--- src/rtl/uart_rx_frame_parser.sv ---
// ---------------------------------------------------------------------------
// uart_rx_frame_parser
//
// Extracts framed packets from the UART receiver byte stream and releases
// the payload of each good frame on a valid/ready/last byte stream.
//
// Frame on the wire:  SOF, LEN, LEN payload bytes, CSUM
//   CSUM = LEN ^ payload[0] ^ ... ^ payload[LEN-1]
//
// The whole payload is buffered before anything is emitted, so a frame with
// a bad checksum never reaches the downstream command logic.
//
// Ports
//   clk_i        in   clock
//   arst_i       in   asynchronous reset, active-high
//   in_data_i    in   [7:0] byte from the UART receiver
//   in_valid_i   in   byte strobe (one-cycle pulse per byte)
//   in_ready_o   out  parser can take a byte (low only while emitting)
//   out_data_o   out  [7:0] payload byte
//   out_valid_o  out  out_data_o is valid
//   out_last_o   out  marks the last payload byte of the frame
//   out_ready_i  in   downstream accepts the current byte
//   frame_ok_o   out  one-cycle pulse: frame passed the checksum
//   frame_err_o  out  one-cycle pulse: error event
//   err_code_o   out  [1:0] 0=LEN_BAD 1=CSUM_BAD 2=TIMEOUT 3=OVERRUN (holds)
// ---------------------------------------------------------------------------
module uart_rx_frame_parser #(
    parameter int         MAX_LEN     = 16,
    parameter logic [7:0] SOF_BYTE    = 8'hA5,
    parameter int         TIMEOUT_CYC = 150_000
) (
    input  logic       clk_i,
    input  logic       arst_i,
    input  logic [7:0] in_data_i,
    input  logic       in_valid_i,
    output logic       in_ready_o,
    output logic [7:0] out_data_o,
    output logic       out_valid_o,
    output logic       out_last_o,
    input  logic       out_ready_i,
    output logic       frame_ok_o,
    output logic       frame_err_o,
    output logic [1:0] err_code_o
);

    localparam int IDX_W = (MAX_LEN > 1) ? $clog2(MAX_LEN) : 1;
    localparam int TMR_W = (TIMEOUT_CYC > 2) ? $clog2(TIMEOUT_CYC) : 1;

    // The error fires on the edge where the timer would step onto
    // TIMEOUT_CYC-1, i.e. TIMEOUT_CYC-1 cycles after the last accepted byte.
    localparam logic [TMR_W-1:0] TMO_LAST = TMR_W'(TIMEOUT_CYC - 2);

    localparam logic [1:0] ERR_LEN_BAD  = 2'd0;
    localparam logic [1:0] ERR_CSUM_BAD = 2'd1;
    localparam logic [1:0] ERR_TIMEOUT  = 2'd2;
    localparam logic [1:0] ERR_OVERRUN  = 2'd3;

    typedef enum logic [2:0] {
        ST_HUNT,
        ST_LEN,
        ST_PAYLOAD,
        ST_CSUM,
        ST_EMIT
    } state_t;

    state_t           state, state_d;
    logic [7:0]       len, len_d;
    logic [7:0]       csum, csum_d;
    logic [IDX_W-1:0] idx, idx_d;
    logic [IDX_W-1:0] rd, rd_d;
    logic [IDX_W-1:0] rd_nxt;
    logic [TMR_W-1:0] timer, timer_d;

    logic             in_ready_d;
    logic [7:0]       out_data_d;
    logic             out_valid_d;
    logic             out_last_d;
    logic             frame_ok_d;
    logic             frame_err_d;
    logic [1:0]       err_code_d;

    logic             accept;
    logic             out_hs;
    logic             tmr_run;
    logic             tmo;
    logic             wr_en;
    logic             pay_last;

    logic [7:0]       pay_mem [MAX_LEN];

    assign accept   = in_valid_i && in_ready_o;
    assign out_hs   = out_valid_o && out_ready_i;
    assign tmr_run  = (state == ST_LEN) || (state == ST_PAYLOAD) || (state == ST_CSUM);
    assign tmo      = tmr_run && !accept && (timer == TMO_LAST);
    assign pay_last = (8'(idx) == (len - 8'd1));
    assign rd_nxt   = rd + IDX_W'(1);

    // Payload buffer: data only, no reset needed.
    always_ff @(posedge clk_i) begin
        if (wr_en) begin
            pay_mem[idx] <= in_data_i;
        end
    end

    // ---- Next-state and registered-output logic ----
    always_comb begin
        state_d     = state;
        len_d       = len;
        csum_d      = csum;
        idx_d       = idx;
        rd_d        = rd;
        timer_d     = '0;
        out_data_d  = out_data_o;
        out_valid_d = out_valid_o;
        out_last_d  = out_last_o;
        frame_ok_d  = 1'b0;
        frame_err_d = 1'b0;
        err_code_d  = err_code_o;
        wr_en       = 1'b0;

        // Saturating inter-byte timer; an accept always wins over a timeout.
        if (tmr_run && !accept && (timer != '1)) begin
            timer_d = timer + TMR_W'(1);
        end

        case (state)
            ST_HUNT: begin
                if (accept && (in_data_i == SOF_BYTE)) begin
                    state_d = ST_LEN;
                    csum_d  = 8'h00;
                end
            end

            ST_LEN: begin
                if (accept) begin
                    if ((in_data_i == 8'h00) || (in_data_i > 8'(MAX_LEN))) begin
                        state_d     = ST_HUNT;
                        frame_err_d = 1'b1;
                        err_code_d  = ERR_LEN_BAD;
                    end else begin
                        state_d = ST_PAYLOAD;
                        len_d   = in_data_i;
                        csum_d  = in_data_i;
                        idx_d   = '0;
                    end
                end
            end

            ST_PAYLOAD: begin
                if (accept) begin
                    wr_en  = 1'b1;
                    csum_d = csum ^ in_data_i;
                    idx_d  = idx + IDX_W'(1);
                    if (pay_last) begin
                        state_d = ST_CSUM;
                    end
                end
            end

            ST_CSUM: begin
                if (accept) begin
                    if (in_data_i == csum) begin
                        state_d     = ST_EMIT;
                        frame_ok_d  = 1'b1;
                        rd_d        = '0;
                        out_valid_d = 1'b1;
                        out_data_d  = pay_mem[0];
                        out_last_d  = (len == 8'd1);
                    end else begin
                        state_d     = ST_HUNT;
                        frame_err_d = 1'b1;
                        err_code_d  = ERR_CSUM_BAD;
                    end
                end
            end

            ST_EMIT: begin
                if (out_hs) begin
                    if (out_last_o) begin
                        state_d     = ST_HUNT;
                        out_valid_d = 1'b0;
                        out_last_d  = 1'b0;
                    end else begin
                        rd_d       = rd_nxt;
                        out_data_d = pay_mem[rd_nxt];
                        out_last_d = (8'(rd_nxt) == (len - 8'd1));
                    end
                end
                // in_ready_o is low here, so any strobe is a dropped byte.
                if (in_valid_i) begin
                    frame_err_d = 1'b1;
                    err_code_d  = ERR_OVERRUN;
                end
            end

            default: begin
                state_d = ST_HUNT;
            end
        endcase

        if (tmo) begin
            state_d     = ST_HUNT;
            frame_err_d = 1'b1;
            err_code_d  = ERR_TIMEOUT;
        end

        in_ready_d = (state_d != ST_EMIT);
    end

    // ---- State and output registers ----
    always_ff @(posedge clk_i or posedge arst_i) begin
        if (arst_i) begin
            state       <= ST_HUNT;
            len         <= 8'h00;
            csum        <= 8'h00;
            idx         <= '0;
            rd          <= '0;
            timer       <= '0;
            in_ready_o  <= 1'b1;
            out_data_o  <= 8'h00;
            out_valid_o <= 1'b0;
            out_last_o  <= 1'b0;
            frame_ok_o  <= 1'b0;
            frame_err_o <= 1'b0;
            err_code_o  <= 2'd0;
        end else begin
            state       <= state_d;
            len         <= len_d;
            csum        <= csum_d;
            idx         <= idx_d;
            rd          <= rd_d;
            timer       <= timer_d;
            in_ready_o  <= in_ready_d;
            out_data_o  <= out_data_d;
            out_valid_o <= out_valid_d;
            out_last_o  <= out_last_d;
            frame_ok_o  <= frame_ok_d;
            frame_err_o <= frame_err_d;
            err_code_o  <= err_code_d;
        end
    end

endmodule

--- config.mk ---
export PLATFORM = sky130hd
export DESIGN_NAME = uart_rx_frame_parser
export DESIGN_NICKNAME = d
export VERILOG_FILES = /design/src/rtl/uart_rx_frame_parser.sv
export SDC_FILE = /design/constraint.sdc
export NUM_CORES = 1
export LEC_CHECK = 0
export ABC_AREA = 1
export CORE_MARGIN = 5
export CORE_UTILIZATION = 40
export DETAILED_ROUTE_END_ITERATION = 10
export PLACE_DENSITY = 0.62
export SYNTH_ARGS = -nofsm -noshare
export SYNTH_HDL_FRONTEND = slang
export SYNTH_SLANG_ARGS = --single-unit
--- constraint.sdc ---
create_clock -name clk_i -period 4.1 [get_ports clk_i]
set_input_delay 0.615 -clock clk_i [delete_from_list [all_inputs] [get_ports clk_i]]
set_output_delay 0.615 -clock clk_i [all_outputs]
set_load 0.05 [all_outputs]
; ---- After elaboration in Yosys (flattened, before gate mapping)
; Memories as Yosys holds them, arrays and structs flattened.
; Cells that the tools add are included.
[op_classes]
shifts = 0
mux = 62
n_reduce_logical = 23
eq_ne = 26
bitwise = 2
multipliers = 0
add_sub_neg = 4
order_cmp = 1
div_mod_pow = 0
[op_table]
columns = cell, count
row1 = 8-bit 2-to-1 mux, 8
row2 = 4-bit 2-to-1 mux, 7
row3 = 3-bit 2-to-1 mux, 9
row4 = 8-bit one-hot mux with 3 select lines, 1
row5 = 1-bit 2-to-1 mux, 21
row6 = "18-bit by 1-bit adder with 18-bit output, second input constant", 1
row7 = "18-bit == test, second input constant", 1
row8 = 18-bit 2-to-1 mux, 1
row9 = "18-bit != test, second input constant", 1
row10 = 4-bit by 8-bit == test with 1-bit output, 2
row11 = "2-bit != test, second input constant", 8
row12 = 4-bit one-hot mux with 2 select lines, 2
row13 = 8-bit one-hot mux with 2 select lines, 1
row14 = "3-bit != test, second input constant", 5
row15 = 3-bit one-hot mux with 5 select lines, 1
row16 = 5-bit AND reduction, 3
row17 = 2-bit 2-to-1 mux, 7
row18 = "4-bit by 1-bit adder with 4-bit output, second input constant", 2
row19 = "8-bit by 1-bit == test with 1-bit output, second input constant", 1
row20 = 8-bit == test, 1
row21 = "8-bit == test, second input constant", 1
row22 = "8-bit by 5-bit greater-than comparator with 1-bit output, second input constant", 1
row23 = 8-bit logical NOT, 1
row24 = 4-bit AND reduction, 2
row25 = 20 further kinds, 30
[totals]
elab_cells = 132
memories = 1
regBits = 60
romBits = 0
output_inout_bits = 15
mem_bits_rw = 128
input_bits = 12
latch_bits = 0
[memory_table]
columns = memory, words, width, read_ports, rd_ports_with_merged_regs, wr, line_no
row1 = pay_mem, 16, 8, 2, 0, 1, 89  ; logic [7:0] pay_mem [MAX_LEN];

; ---- Longest topological paths before layout
; Gate-level depths: netlist of run 1.
[depth]
ltp_word = 7
depth_mapped = 13
ltp_nobuf = 12

; ---- Worst setup path before layout of run 1
; OpenSTA, ideal clock, no wires.
[synth_path]
kind = reg-to-reg
from = register in_ready_o
to = memory pay_mem[11][0], enable pin
setup_ns = 0.370
path_buffers = 0
arrival_ns = 1.612
setup_slack_ns = 2.118
required_time_ns = 3.730
path_stages_with_launch = 7
period_less_slack_ns = 1.982
path_cell_list = dfstp_2 nand2_1 inv_2 nand2_1 inv_2 nand2_1 nor2_1
[synth_between]
elab_chain_cells = 5
[synth_lines]
columns = element, line_no
row1 = start: declaration, 36  ; output logic in_ready_o,
row2 = start signal: assignment, 233  ; in_ready_o <= in_ready_d;
row3 = 1-bit logical AND, 91  ; assign accept = in_valid_i && in_ready_o;
row4 = 1-bit 2-to-1 mux, 150  ; if (accept) begin
row5 = 1-bit 2-to-1 mux, 126  ; case (state)
row6 = 1-bit 2-to-1 mux, 100  ; if (wr_en) begin
row7 = 1-bit 2-to-1 mux (not written as such), 101  ; pay_mem[idx] <= in_data_i;
row8 = end: declaration, 89
; Every way passes these cells.

; ---- Final worst setup path of run 1
[layout_path]
from = input in_data_i[1]
to = register csum[1]
[layout_between]
elab_chain_cells = 4
word_cells_on_any_way = 13
cone_classes = order compare (1) / eq/ne (3) / mux (4) / bitwise (1) / reduce/logical (4)
[layout_lines]
columns = element, line_no
row1 = start: declaration, 34  ; input logic [7:0] in_data_i,
row2 = 8-bit by 5-bit greater-than comparator with 1-bit output (tied with other cells), 136  ; if ((in_data_i == 8'h00) || (in_data_i > 8'(MAX_LEN))) begin
row3 = 1-bit logical OR / 1-bit logical AND (equally long branches), "136, 128"
row4 = 2-bit != test (no source line), -
row5 = 5-bit AND reduction (no source line), -
row6 = end signal: assignment, 229  ; csum <= csum_d;
row7 = end: declaration, 68  ; logic [7:0] csum, csum_d;
; Several ways; a longest one is shown, not always the timed one. The select of a mux whose other input is x is not followed.
; A chain may end at the register's enable or synchronous reset.

==> impl_metrics.env, run 1 <==
export IMPL_run_status="completed"
export IMPL_holdBufCountCts=0
export IMPL_instances_no_fill=1354
export IMPL_timing_max_cap_violations=0
export IMPL_fraction_of_registers_with_async_set_or_reset_after_synthesis_pct=31.9
export IMPL_cts_reportedPaths_clkPinSlew_ns=0.07
export IMPL_core_mm2=0.0225
export IMPL_max_stage_delay_ns=0.88
export IMPL_grt_overflow=0
export IMPL_critPathRequiredTime_ns=4.44
export IMPL_initial_utilization_pct=40.4
export IMPL_finalCriticalPeriod_ns=2.56
export IMPL_setup_tns_ns=0
export IMPL_synth_top_cells_by_area="edfxtp_1 42%, dfrtp_1 16%, nand2_1 14%"
export IMPL_critPathKind="in -> reg"
export IMPL_syn_num_nets=1049
export IMPL_powerDensity_mw_per_mm2=363
export IMPL_cts_sinks=188
export IMPL_flow_area_growth_from_synthesis_pct=12.4
export IMPL_drive_gt1_share_pct=6.83
export IMPL_timing_final_max_slew_violations=0
export IMPL_post_synth_top_area_fraction_pct=42.3
export IMPL_category_of_the_worst_setup_path_launch_point="input port"
export IMPL_htreeDepth=4
export IMPL_number_of_flops_mapped_to_enable_cells_by_yosys=128
export IMPL_firstDrtPassIters=5
export IMPL_total_leakage_power_nw=4.50
export IMPL_final_critical_path_setup_slack_ns=1.54
export IMPL_design_portCount=27
export IMPL_grt_antenna_before_repair=0
export IMPL_period_share_pct=62.5
export IMPL_worstPathCellList="clkdlybuf4s50_1 > nor2_1 > nand3_1 > nand2_1 > nand2_1 > nand2_1 > nand2_1 > nand4_1 > o21ai_1"
export IMPL_worst_hold_path_type="reg -> reg"
export IMPL_post_cts_repair_setup_buffers=0
export IMPL_die_x_um=161
export IMPL_syn_inst=1028
export IMPL_grt_pass1_wl_um=33600
export IMPL_power_switching_w=0.000804
export IMPL_dpl_hpwl_um=14000
export IMPL_nNetsFinal=1079
export IMPL_yosysSeqAreaShare_pct=58.8
export IMPL_clk_latency_ns=0.44
export IMPL_worst_pin_slew_ns=1.12
export IMPL_fmax_mhz=390
export IMPL_synth_warning_count=0
export IMPL_cts_buffer_depth=2
export IMPL_synth_most_common_cell="nand2_1"
export IMPL_grt_pass1_vias=6314
export IMPL_detailedPlace_worstSlack_ns=1.09
export IMPL_critPathCaptureType="flip-flop"
export IMPL_netSwitchingFraction_pct=21.7
export IMPL_cts_tree="done"
export IMPL_route_antenna_remaining_nets=0
export IMPL_grtUsageTotal_pct=16.5
export IMPL_avgRoutedWirePerCell_um=15.4
export IMPL_antenna_cells=0
export IMPL_critical_path_arrival_ns=2.90
export IMPL_setup_repair_after_global_routing_missed_its_margin="false"
export IMPL_crit_path_max_fanout=20
export IMPL_drt_initial_drc_count=452
export IMPL_hold_violations=0
export IMPL_setup_violations_final=0
export IMPL_timing_reg2reg_worst_path_depth=9
export IMPL_postSynthAreaPerCell_um2=8.85
export IMPL_cp_slowest_cell="clkdlybuf4s50_1"
export IMPL_synth_cells_most_frequent="343 x nand2_1, 152 x inv_1, 128 x edfxtp_1"
export IMPL_power_share_clock_pct=42.1
export IMPL_whs_path_depth=2
export IMPL_netlist_top_cell_by_area="edfxtp_1"
export IMPL_utilization_pct=45.4
export IMPL_grt_start_max_net_pins=69
export IMPL_cts_root_buf="clkbuf_16"
export IMPL_postPlaceCellArea_mm2=0.00968
export IMPL_max_slew_margin_pct=25.2
export IMPL_fin_skew_ns=0.0105
export IMPL_viasPerCell=4.88
export IMPL_pwr_share_seq_pct=55.1
export IMPL_peakVddDrop_v=0.000281
export IMPL_p_int_w=0.00290
export IMPL_syn_cell_area_mm2=0.00909
export IMPL_synth_cell_types=34
export IMPL_fp_row_count=55
export IMPL_cts_repair_resize_count=0
export IMPL_synth_flop_cell="edfxtp_1"
export IMPL_dieHeight_um=161
export IMPL_via_count=6611
export IMPL_numCtsBuffers=17
export IMPL_port_buffers=26
export IMPL_most_frequent_cell_on_critical_path="nand2_1"
export IMPL_ys_seq_elements=188
export IMPL_placed_cells=1324
export IMPL_drc=0
export IMPL_combPwrFrac_pct=2.8
export IMPL_finalInstanceArea_mm2=0.0102
export IMPL_detail_route_wirelength_um=20800
export IMPL_finalWeightedCongestion=0.857
export IMPL_dieArea_mm2=0.0259
[final timing paths]
| kind | startpoint | end | slack (ns) |
|---|---|---|---|
| min reg2reg | err_code_o[1]$_DFFE_PP0P_ | err_code_o[1]$_DFFE_PP0P_ | 0.48 |
| max reg2reg | rd[0]$_DFFE_PP0P_ | out_data_o[3]$_DFFE_PP0P_ | 1.58 |
| min in group asynchronous | arst_i | timer[13]$_DFF_PP0_ | 0.70 |
| min | err_code_o[1]$_DFFE_PP0P_ | err_code_o[1]$_DFFE_PP0P_ | 0.48 |
| max in group asynchronous | arst_i | state[1]$_DFF_PP0_ | 2.61 |
| max | in_data_i[1] | csum[1]$_DFFE_PP0P_ | 1.54 |
[area by class of cell]
class	instances	area (um2)
fillers	2108	12300
flip-flops and latches	188	5350
multi-input cells	647	2990
inverters	163	612
clock buffers	18	429
repair buffers	41	373
well taps	285	357
clock inverters	12	116
[sequential cells by signal, summed over array words and instances (netlist names)]
signal       flops
pay_mem        128
timer           18
csum             8
len              8
out_data_o       8
idx              4
rd               4
state            3
err_code_o       2
frame_err_o      1
frame_ok_o       1
in_ready_o       1
out_last_o       1
out_valid_o      1
[cells by family (layout without fill, tap and decap cells)]
kind of cell	Yosys count	in the layout	share of synthesized area [%]
AO/OA/AOI/OAI	40	40	2.28
XOR/XNOR	20	20	2.26
AND/OR/NAND/NOR	578	578	27.1
buffers and inverters	193	234	8.35
flip-flops	188	188	58.8
adder cells (fa/ha/maj)	9	9	1.24
[critical path: cells and delay by family]
family	cells	cell delay, ns
buf+inv	1	0.88
compound gates	1	0.33
simple gates	7	1.06
[metal layers]
metal / up-vias / track usage, % / part of all wire, %
met5: - / 0 / 0
met4: 0 / 4.42 / 1.6
met3: 20 / 2.82 / 3.3
met2: 109 / 27.8 / 49
met1: 3152 / 22.1 / 46
li1: 3330 / - / -
[cell usage in the layout (no fill, tap or decap), types with 2 or more instances in the layout]
master and count:
and2_1 2, clkdlybuf4s50_1 26, o21ai_1 11, inv_6 3, xnor2_2 2, nand2_1 343, buf_4 15, nand3b_1 2
xor2_1 13, clkinv_4 3, dfrtp_1 58, xor2_2 2, nor2_1 76, o21ai_0 13, nor4_1 3, nor3_1 14
nand3_2 8, ha_1 9, clkbuf_16 17, xnor2_1 3, inv_1 151, nand4_1 14, nand3_1 112, inv_2 12
clkinv_2 3, edfxtp_1 128, a21oi_1 13
[power groups by stage]
stage	clock [W]	combinational, W	sequential [W]
2_1_floorplan	0	0.0000441	0.00208
3_3_place_gp	0	0.000106	0.00208
3_5_place_dp	0	0.000107	0.00208
4_1_cts	0.00158	0.000107	0.00204
5_1_grt	0.00166	0.000118	0.00204
6_report	0.00156	0.000105	0.00204
[stage by stage]
stage               hold WS (ns)  power (W)
finish                     0.478    0.00371
global route               0.509    0.00382
detailed placement         0.467    0.00219
CTS                        0.486    0.00373
floorplan                  0.452    0.00213
global placement           0.468    0.00219
Note: power is estimated with default switching activity, not from simulation.
==> run 2: changes to the inputs <==
--- a/config.mk
+++ b/config.mk
@@ -9,7 +9,7 @@
 export CORE_MARGIN = 5
 export CORE_UTILIZATION = 40
 export DETAILED_ROUTE_END_ITERATION = 10
-export PLACE_DENSITY = 0.62
+export PLACE_DENSITY = 0.64
 export SYNTH_ARGS = -nofsm -noshare
 export SYNTH_HDL_FRONTEND = slang
 export SYNTH_SLANG_ARGS = --single-unit
==> constraint.sdc (replaced) <==
create_clock -name clk_i -period 2.3 [get_ports clk_i]
set_input_delay 0.345 -clock clk_i [delete_from_list [all_inputs] [get_ports clk_i]]
set_output_delay 0.345 -clock clk_i [all_outputs]
set_load 0.05 [all_outputs]
==> run 2 against run 1 <==
Against the previous run: die area unchanged; count of clock-buffer cells in the layout down 1; routed wire length increased by 5.8%; total power grew 82%; final area up 3.8%; non-clock buffer count increased by 43; critical endpoint is now in_ready_o; largest cell class unchanged; largest power group unchanged; highest routed layer unchanged.
==> impl_metrics.env, run 2 (synthesis gave the netlist of run 1 again) <==
export IMPL_run_status="completed"
export IMPL_finalWeightedCongestion=0.871
export IMPL_powerDensity_mw_per_mm2=634
export IMPL_flow_area_growth_from_synthesis_pct=16.6
export IMPL_post_cts_repair_setup_buffers=0
export IMPL_final_common_cell="nand2_1"
export IMPL_grt_overflow=0
export IMPL_detailed_routed_wire_length_on_met3_um=800
export IMPL_worstReg2RegEnd="out_data_o[0]$_DFFE_PP0P_"
export IMPL_viasPerCell=4.86
export IMPL_dieHeight_um=161
export IMPL_cts_buffer_depth=2
export IMPL_final_fill_count=2075
export IMPL_grtUsageTotal_pct=17.5
export IMPL_cts_root_buf="clkbuf_16"
export IMPL_route_layer_met1_wl_um=9380
export IMPL_fin_skew_ns=0.0108
export IMPL_numCtsBuffers=17
export IMPL_max_ffs_per_register=128
export IMPL_crit_family="buffers and inverters"
export IMPL_top_signal_layer_used="met4"
export IMPL_layout_cells_most_common_list="343 x nand2_1, 151 x inv_1, 128 x edfxtp_1"
export IMPL_die_x_um=161
export IMPL_setup_violations_final=0
export IMPL_crit_path_max_fanout=2
export IMPL_utilization_pct=47.1
export IMPL_cts_repair_resize_count=0
export IMPL_max_slew_margin_pct=64.9
export IMPL_grt_antenna_before_repair=0
export IMPL_max_stage_delay_ns=0.80
export IMPL_cts_reportedPaths_clkPinSlew_ns=0.07
export IMPL_antenna_cells=0
export IMPL_critical_path_buf_inv_count=1
export IMPL_detail_route_wirelength_um=22000
export IMPL_finalCriticalPeriod_ns=2.11
export IMPL_critPathKind="reg -> out"
export IMPL_regMostFlops="pay_mem"
export IMPL_fmax_mhz=475
export IMPL_clk_latency_ns=0.43
export IMPL_dpl_hpwl_um=15300
export IMPL_timing_max_cap_violations=0
export IMPL_via_count=6803
export IMPL_setup_tns_ns=0
export IMPL_fp_row_count=55
export IMPL_layout_top_registers="pay_mem x128, timer x18"
export IMPL_grt_pass1_vias=6761
export IMPL_core_mm2=0.0225
export IMPL_design_portCount=27
export IMPL_dieArea_mm2=0.0259
export IMPL_drt_initial_drc_count=483
export IMPL_cts_sinks=188
export IMPL_period_share_pct=91.5
export IMPL_cts_tree="done"
export IMPL_critPathRequiredTime_ns=1.96
export IMPL_timing_final_max_slew_violations=0
export IMPL_total_leakage_power_nw=4.73
export IMPL_category_of_the_worst_setup_path_launch_point="flip-flop"
export IMPL_met2_length_um=11100
export IMPL_drc=0
export IMPL_timing_reg2reg_worst_path_depth=11
export IMPL_initial_utilization_pct=40.4
export IMPL_grt_start_max_net_pins=37
export IMPL_r2r_setup_slack_ns=0.29
export IMPL_htreeDepth=4
export IMPL_worst_pin_slew_ns=0.525
export IMPL_critical_path_arrival_ns=1.76
export IMPL_peakVddDrop_v=0.000455
export IMPL_port_buffers=26
export IMPL_firstDrtPassIters=7
export IMPL_hold_violations=0
export IMPL_drive_gt1_share_pct=10.6
export IMPL_setup_repair_after_global_routing_missed_its_margin="false"
export IMPL_avgRoutedWirePerCell_um=15.7
export IMPL_grt_pass1_wl_um=35600
export IMPL_cp_startpoint="in_ready_o$_DFF_PP1_"
export IMPL_holdBufCountCts=0
export IMPL_nNetsFinal=1122
export IMPL_critPathCaptureType="output pin"
export IMPL_cp_slowest_cell="clkdlybuf4s50_1"
export IMPL_ff_to_ff_start="rd[0]$_DFFE_PP0P_"
export IMPL_route_antenna_remaining_nets=0
export IMPL_worst_hold_path_type="in -> async"
export IMPL_worstPathCellList="clkdlybuf4s50_1"
[run 2: cell count changes in the layout (fill, tap and decap cells not counted), sizes merged]
cell and change:
buf +43, clkbuf -1, clkinv -1, clkinvlp +2, inv +2
[run 2: metrics by stage]
stage / std cells / total power, W / area [um2] / hold WS (ns) / setup slack (ns)
5_1_grt: 1399 / 0.00697 / 10600 / 0.173 / 0.131
4_1_cts: 1399 / 0.00679 / 10600 / 0.156 / 0.171
3_5_place_dp: 1367 / 0.00392 / 10000 / 0.464 / 0.0976
3_3_place_gp: 1367 / 0.00391 / 10000 / 0.467 / 0.154
6_report: 1399 / 0.00673 / 10600 / 0.156 / 0.195
2_1_floorplan: 1028 / 0.00379 / 9090 / 0.444 / 0.318
[run 2: per-layer routing]
layer	track usage, %	vias to the layer above
li1	-	3423
met1	21.4	3216
met2	31.0	132
met3	2.77	32
met4	6.98	0
met5	0	-
[run 2: layout make-up]
cell class / count / area [um2] / area share [%]
clock buffer: 17 / 425 / 4.01
clock inverter: 15 / 156 / 1.47
inverter: 163 / 612 / 5.77
multi-input combinational: 647 / 2990 / 28.2
sequential: 188 / 5350 / 50.4
tap: 285 / 357 / 3.36
timing repair buffer: 84 / 721 / 6.79
[run 2: worst max-delay path by stage]
stage                                      to  cells after the start
floorplan             pay_mem[3][0]$_DFFE_PP_                      6
global placement    out_data_o[0]$_DFFE_PP0P_                     11
detailed placement  out_data_o[4]$_DFFE_PP0P_                     13
CTS                                in_ready_o                      1
global route        out_data_o[0]$_DFFE_PP0P_                     11
finish                             in_ready_o                      1
[run 2: where the power goes]
group          leakage, nW  switching, W  internal, W  total [W]
clock network        0.277       0.00135      0.00153    0.00289
logic                 2.50      0.000137    0.0000654   0.000202
registers             1.96     0.0000135      0.00363    0.00364
total                 4.73       0.00150      0.00523    0.00673
==> run 3: changes to the inputs <==
--- a/config.mk
+++ b/config.mk
@@ -6,10 +6,11 @@
 export NUM_CORES = 1
 export LEC_CHECK = 0
 export ABC_AREA = 1
+export CAP_MARGIN = 20
 export CORE_MARGIN = 5
-export CORE_UTILIZATION = 40
+export CORE_UTILIZATION = 35
 export DETAILED_ROUTE_END_ITERATION = 10
-export PLACE_DENSITY = 0.64
+export PLACE_DENSITY = 0.58
 export SYNTH_ARGS = -nofsm -noshare
 export SYNTH_HDL_FRONTEND = slang
 export SYNTH_SLANG_ARGS = --single-unit
==> run 3 against run 2 <==
Against the previous run: die area increased by 13%; largest cell class unchanged; maximum frequency about the same; routed wire length increased by 0.15%; non-clock buffer count increased by 2; cell count increased by 3.7%; sequential power about the same; first-iteration DRC count increased by 6.2%; via count increased by 0.37%; register-to-register slack got worse by 0.04 ns; sequential share of layout area decreased by 0.84 points; worst setup slack improved by 0.0014 ns; utilization decreased by 5.4 points.
==> impl_metrics.env, run 3 (synthesis gave the netlist of run 1 again) <==
export IMPL_antenna_cells=0
export IMPL_run_status="completed"
export IMPL_critical_path_buf_inv_count=1
export IMPL_grt_start_max_net_pins=46
export IMPL_total_leakage_power_nw=4.79
export IMPL_firstDrtPassIters=5
export IMPL_via_count=6828
export IMPL_finalWeightedCongestion=0.803
export IMPL_placed_cells=1419
export IMPL_setup_violations_final=0
export IMPL_fin_skew_ns=0.0190
export IMPL_r2r_setup_slack_ns=0.25
export IMPL_max_ffs_per_register=128
export IMPL_grt_pass1_vias=6620
export IMPL_initial_utilization_pct=35.2
export IMPL_grt_use_met2_pct=26.6
export IMPL_grt_pass1_wl_um=35400
export IMPL_port_buffers=26
export IMPL_detailedPlace_worstSlack_ns=0.0412
export IMPL_cts_buffer_depth=2
export IMPL_max_stage_delay_ns=0.79
export IMPL_timing_final_max_slew_violations=0
export IMPL_detail_route_wirelength_um=22100
export IMPL_worst_pin_slew_ns=0.607
export IMPL_flow_area_growth_from_synthesis_pct=18.6
export IMPL_cts_repair_resize_count=0
export IMPL_grtUsageTotal_pct=15.5
export IMPL_gr_usage_met1_pct=19.5
export IMPL_design_portCount=27
export IMPL_avgRoutedWirePerCell_um=15.2
export IMPL_drc=0
export IMPL_fp_row_count=59
export IMPL_regMostFlops="pay_mem"
export IMPL_core_mm2=0.0258
export IMPL_instances_no_fill=1451
export IMPL_layout_cells_most_common_list="343 x nand2_1, 151 x inv_1, 128 x edfxtp_1"
export IMPL_register_area_mm2=0.00535
export IMPL_utilization_pct=41.7
export IMPL_ff_to_ff_start="rd[0]$_DFFE_PP0P_"
export IMPL_setup_repair_after_global_routing_missed_its_margin="false"
export IMPL_finalCriticalPeriod_ns=2.10
export IMPL_peakVddDrop_v=0.000452
export IMPL_period_share_pct=91.5
export IMPL_fmax_mhz=475
export IMPL_setup_tns_ns=0
export IMPL_category_of_the_worst_setup_path_launch_point="flip-flop"
export IMPL_dpl_hpwl_um=15300
export IMPL_critical_path_arrival_ns=1.76
export IMPL_drive_gt1_share_pct=10.8
export IMPL_nNetsFinal=1124
export IMPL_cts_reportedPaths_clkPinSlew_ns=0.08
export IMPL_fin_worst_hold_slack_ns=0.194
export IMPL_worstPathCellList="clkdlybuf4s50_1"
export IMPL_crit_family="buffers and inverters"
export IMPL_layout_top_registers="pay_mem x128, timer x18"
export IMPL_htreeDepth=4
export IMPL_numCtsBuffers=17
export IMPL_cp_slowest_cell="clkdlybuf4s50_1"
export IMPL_cts_tree="done"
export IMPL_drt_initial_drc_count=513
export IMPL_timing_reg2reg_worst_path_depth=13
export IMPL_die_x_um=171
export IMPL_worstReg2RegEnd="out_data_o[1]$_DFFE_PP0P_"
export IMPL_cts_root_buf="clkbuf_16"
export IMPL_grt_overflow=0
export IMPL_critPathKind="reg -> out"
export IMPL_worst_hold_path_type="in -> async"
export IMPL_timing_max_cap_violations=0
export IMPL_hold_violations=0
export IMPL_dieHeight_um=171
export IMPL_max_slew_margin_pct=59.5
export IMPL_critPathRequiredTime_ns=1.96
export IMPL_multi_input_comb_area_mm2=0.00299
export IMPL_critPathCaptureType="output pin"
export IMPL_post_cts_repair_setup_buffers=0
export IMPL_holdBufCountCts=0
export IMPL_crit_path_max_fanout=2
export IMPL_grt_antenna_before_repair=0
export IMPL_powerDensity_mw_per_mm2=643
export IMPL_route_antenna_remaining_nets=0
export IMPL_grt_met3_usage_pct=3.15
export IMPL_final_fill_count=2561
export IMPL_final_critical_path_setup_slack_ns=0.196
export IMPL_clk_latency_ns=0.44
export IMPL_cts_sinks=188
export IMPL_grt_most_used_layer="met2"
export IMPL_dieArea_mm2=0.0293
export IMPL_viasPerCell=4.71
export IMPL_final_common_cell="nand2_1"
-- run 3: cell count changes in the layout (fill, tap and decap cells not counted), sizes merged --
cell      previous run  this run
buf                 58        60
bufinv               1         2
inv                169       172
clkinvlp             3         1
clkinv               5         3
-- run 3: where the power goes --
group / internal, W / switching [W]
clock network: 0.00167 / 0.00141
registers: 0.00363 / 0.0000137
logic: 0.0000716 / 0.000140
-- run 3: area by class of cell --
cell class              count  share of cell area, %
clock inverters            15                   1.81
repair buffers             86                   7.40
clock buffers              17                   3.94
flip-flops and latches    188                   49.6
inverters                 163                   5.67
multi-input cells         647                   27.7
well taps                 335                   3.89
-- run 3: worst max path at each step --
stage                              start                   endpoint  slack [ns]  depth (start not counted)
floorplan           in_ready_o$_DFF_PP1_    pay_mem[3][0]$_DFFE_PP_        0.32                          6
global placement            in_data_i[2]  out_data_o[2]$_DFFE_PP0P_        0.05                         13
detailed placement          in_data_i[2]  out_data_o[7]$_DFFE_PP0P_        0.04                         13
CTS                 in_ready_o$_DFF_PP1_                 in_ready_o        0.17                          1
global route           rd[0]$_DFFE_PP0P_  out_data_o[4]$_DFFE_PP0P_        0.03                         13
finish              in_ready_o$_DFF_PP1_                 in_ready_o        0.20                          1
-- run 3: metrics by stage --
| stage | power [W] | area [um2] |
|---|---|---|
| 2_1_floorplan | 0.00379 | 9090 |
| 3_3_place_gp | 0.00393 | 10200 |
| 3_5_place_dp | 0.00393 | 10200 |
| 4_1_cts | 0.00701 | 10800 |
| 5_1_grt | 0.00718 | 10800 |
| 6_report | 0.00693 | 10800 |
-- run 3: per-layer routing --
layer / part of all wire [%] / wire (um)
met5: 0 / 0
met2: 49 / 10900
met3: 4.3 / 943
met1: 44 / 9620
met4: 2.8 / 607
==> patch: new RTL, flow settings as in run 3 <==
Re-encode `state_t` (5 states) as Gray code, 3 bits wide.
--- a/src/rtl/uart_rx_frame_parser.sv
+++ b/src/rtl/uart_rx_frame_parser.sv
@@ -56,11 +56,11 @@
     localparam logic [1:0] ERR_OVERRUN  = 2'd3;
 
     typedef enum logic [2:0] {
-        ST_HUNT,
-        ST_LEN,
-        ST_PAYLOAD,
-        ST_CSUM,
-        ST_EMIT
+        ST_HUNT    = 3'b000,
+        ST_LEN     = 3'b001,
+        ST_PAYLOAD = 3'b011,
+        ST_CSUM    = 3'b010,
+        ST_EMIT    = 3'b110
     } state_t;
 
     state_t           state, state_d;
Behaviour: same outputs for any inputs over 4 cycles, from zero or initial values and one cycle with arst_i high; so few cycles prove little.
==> patch against run 3 <==
  * Sequential power increased by 1%
  * Sequential cell count stayed put
  * Core utilization decreased by 0.053 points
  * Worst setup slack got worse by 0.014 ns
  * Global-route usage rose by 0.63 points
  * Routed wire length up 2.8%
  * First-iteration DRC count increased by 4.1%
  * Via count grew 0.59%
  * Area after synthesis hardly changed
  * Design area fell by 0.13%
  * Total power up 1.5%
==> patch: results (changes against run 3) <==
[power]
ir_worst_vdd_uv = 463  ; +2.4%
p_sw_share_pct = 23.2  ; +0.55 points
p_leak_nw = 4.88  ; +2.0%
pg_seq_mw = 3.68  ; +1%
power.total_mw = 7.04  ; +1.5%
clkPwrFrac_pct = 44.2  ; -0.2 points

[cells_and_area]
drive_gt1_share_pct = 9.51  ; -1.3 points
fill_cells = 2522  ; -1.5%
num_antenna_cells = 0  ; unchanged

[cts]
cts_max_path_buffers = 2  ; unchanged
post_cts_buffers = 0  ; unchanged

[setup_path]
cp_top_family = buffers and inverters
crit_arrival_ns = 1.77
slowest_stage = clkdlybuf4s50_1
reg2reg_setup_slack_ns = 0.40  ; +0.15 ns
worstReg2RegStart = rd[1]$_DFFE_PP0P_
endpoint = in_ready_o
critPathMaxFanout = 2  ; unchanged
r2r_end = out_data_o[7]$_DFFE_PP0P_
r2r_cells = 10  ; -3

[detailed_routing]
wl_met2_um = 11300  ; +3.7%
dr.pass1.iters = 5  ; unchanged
met1_length_um = 10200  ; +5.5%
vias = 6868  ; +0.59%
drt-vias-per-instance = 4.67  ; -0.78%
drt_wl_total_um = 22700  ; +2.8%
route.met3.wl_um = 834  ; -12%
drtIter0Drc = 534  ; +4.1%

[timing]
timing.slew.headroom_pct = 63.5  ; +4.0 points
max_freq_mhz = 472  ; -0.66%
skew_ns = 0.0158  ; -0.00320 ns
timing.hold.ws_ns = 0.264  ; +0.0699 ns

[synthesis]
netlist_top_cells_count = 348 x nand2_1, 161 x inv_1, 128 x edfxtp_1
syn_nets = 1069  ; +1.9%
synthAdderAreaFrac_pct = 1.24  ; about the same
synthFlopType = edfxtp_1
ys_async_sr_fraction_pct = 31.9  ; unchanged
synth_compound_gate_area_share_pct = 2.47  ; +0.19 points
ys_top_cells_by_area = edfxtp_1 42%, dfrtp_1 16%, nand2_1 14%, nand3_1 7.0%, inv_1 6.6%
ys_types = 35  ; +2.9%
syn_area_per_cell_um2 = 8.68  ; -1.8%
synth_xor_area_share_pct = 1.70  ; -0.55 points
ys_seq_area_share_pct = 58.7  ; about the same

[place]
dp_hpwl_um = 15700  ; +2.1%
post-place-ws_ns = -0.0247  ; -0.0659 ns
post_dp_cell_area_um2 = 10100  ; -0.20%
place_congestion = 0.865  ; +7.8%
placed_cells_incl_taps = 1439  ; +1.4%

[global_route]
grt.met1_usage_pct = 20.8  ; +1.3 points
grt_pass1_wl_um = 36400  ; +2.9%
use_met2_pct = 28.1  ; +1.4 points
grt_usage_pct = 16.2  ; +0.63 points
grt_max_degree = 61  ; +33%
grt_pass1_vias = 6688  ; +1.0%
antenna_found_initial = 0  ; unchanged

[hold_path]
hold_class = in -> async

[floorplanning]
start_util_pct = 35.2  ; about the same

[outcome]
status = finished clean

## patch: cell count changes after synthesis, sizes merged, moves of 2 or more
cell / run 3 / this run
nand4: 14 / 9
clkinv: 0 / 2
nand3: 120 / 128
buf: 20 / 18
o21ai: 24 / 27
nand2: 344 / 351
nor2: 76 / 86
inv: 163 / 161
xnor2: 5 / 2
nor4: 4 / 1
clkbuf: 10 / 14
## patch: area by class of cell
type / count / area [µm²] / area share (%)
repair buffers: 88 / 776 / 7.20
flip-flops and latches: 188 / 5350 / 49.6
clock buffers: 17 / 425 / 3.95
clock inverters: 15 / 201 / 1.87
multi-input cells: 665 / 2990 / 27.8
well taps: 335 / 419 / 3.89
inverters: 163 / 612 / 5.68
## patch: worst reg2reg max path: stages (launching register included)
cell     delay [ns]
dfrtp_1        0.42
ha_1           0.35
buf_4          0.32
nand3_1        0.19
nand3_1        0.14
nand3_1        0.11
nand2_1        0.08
nand2_1        0.05
nand2_1        0.06
nand2_1        0.05
nand2_1        0.06
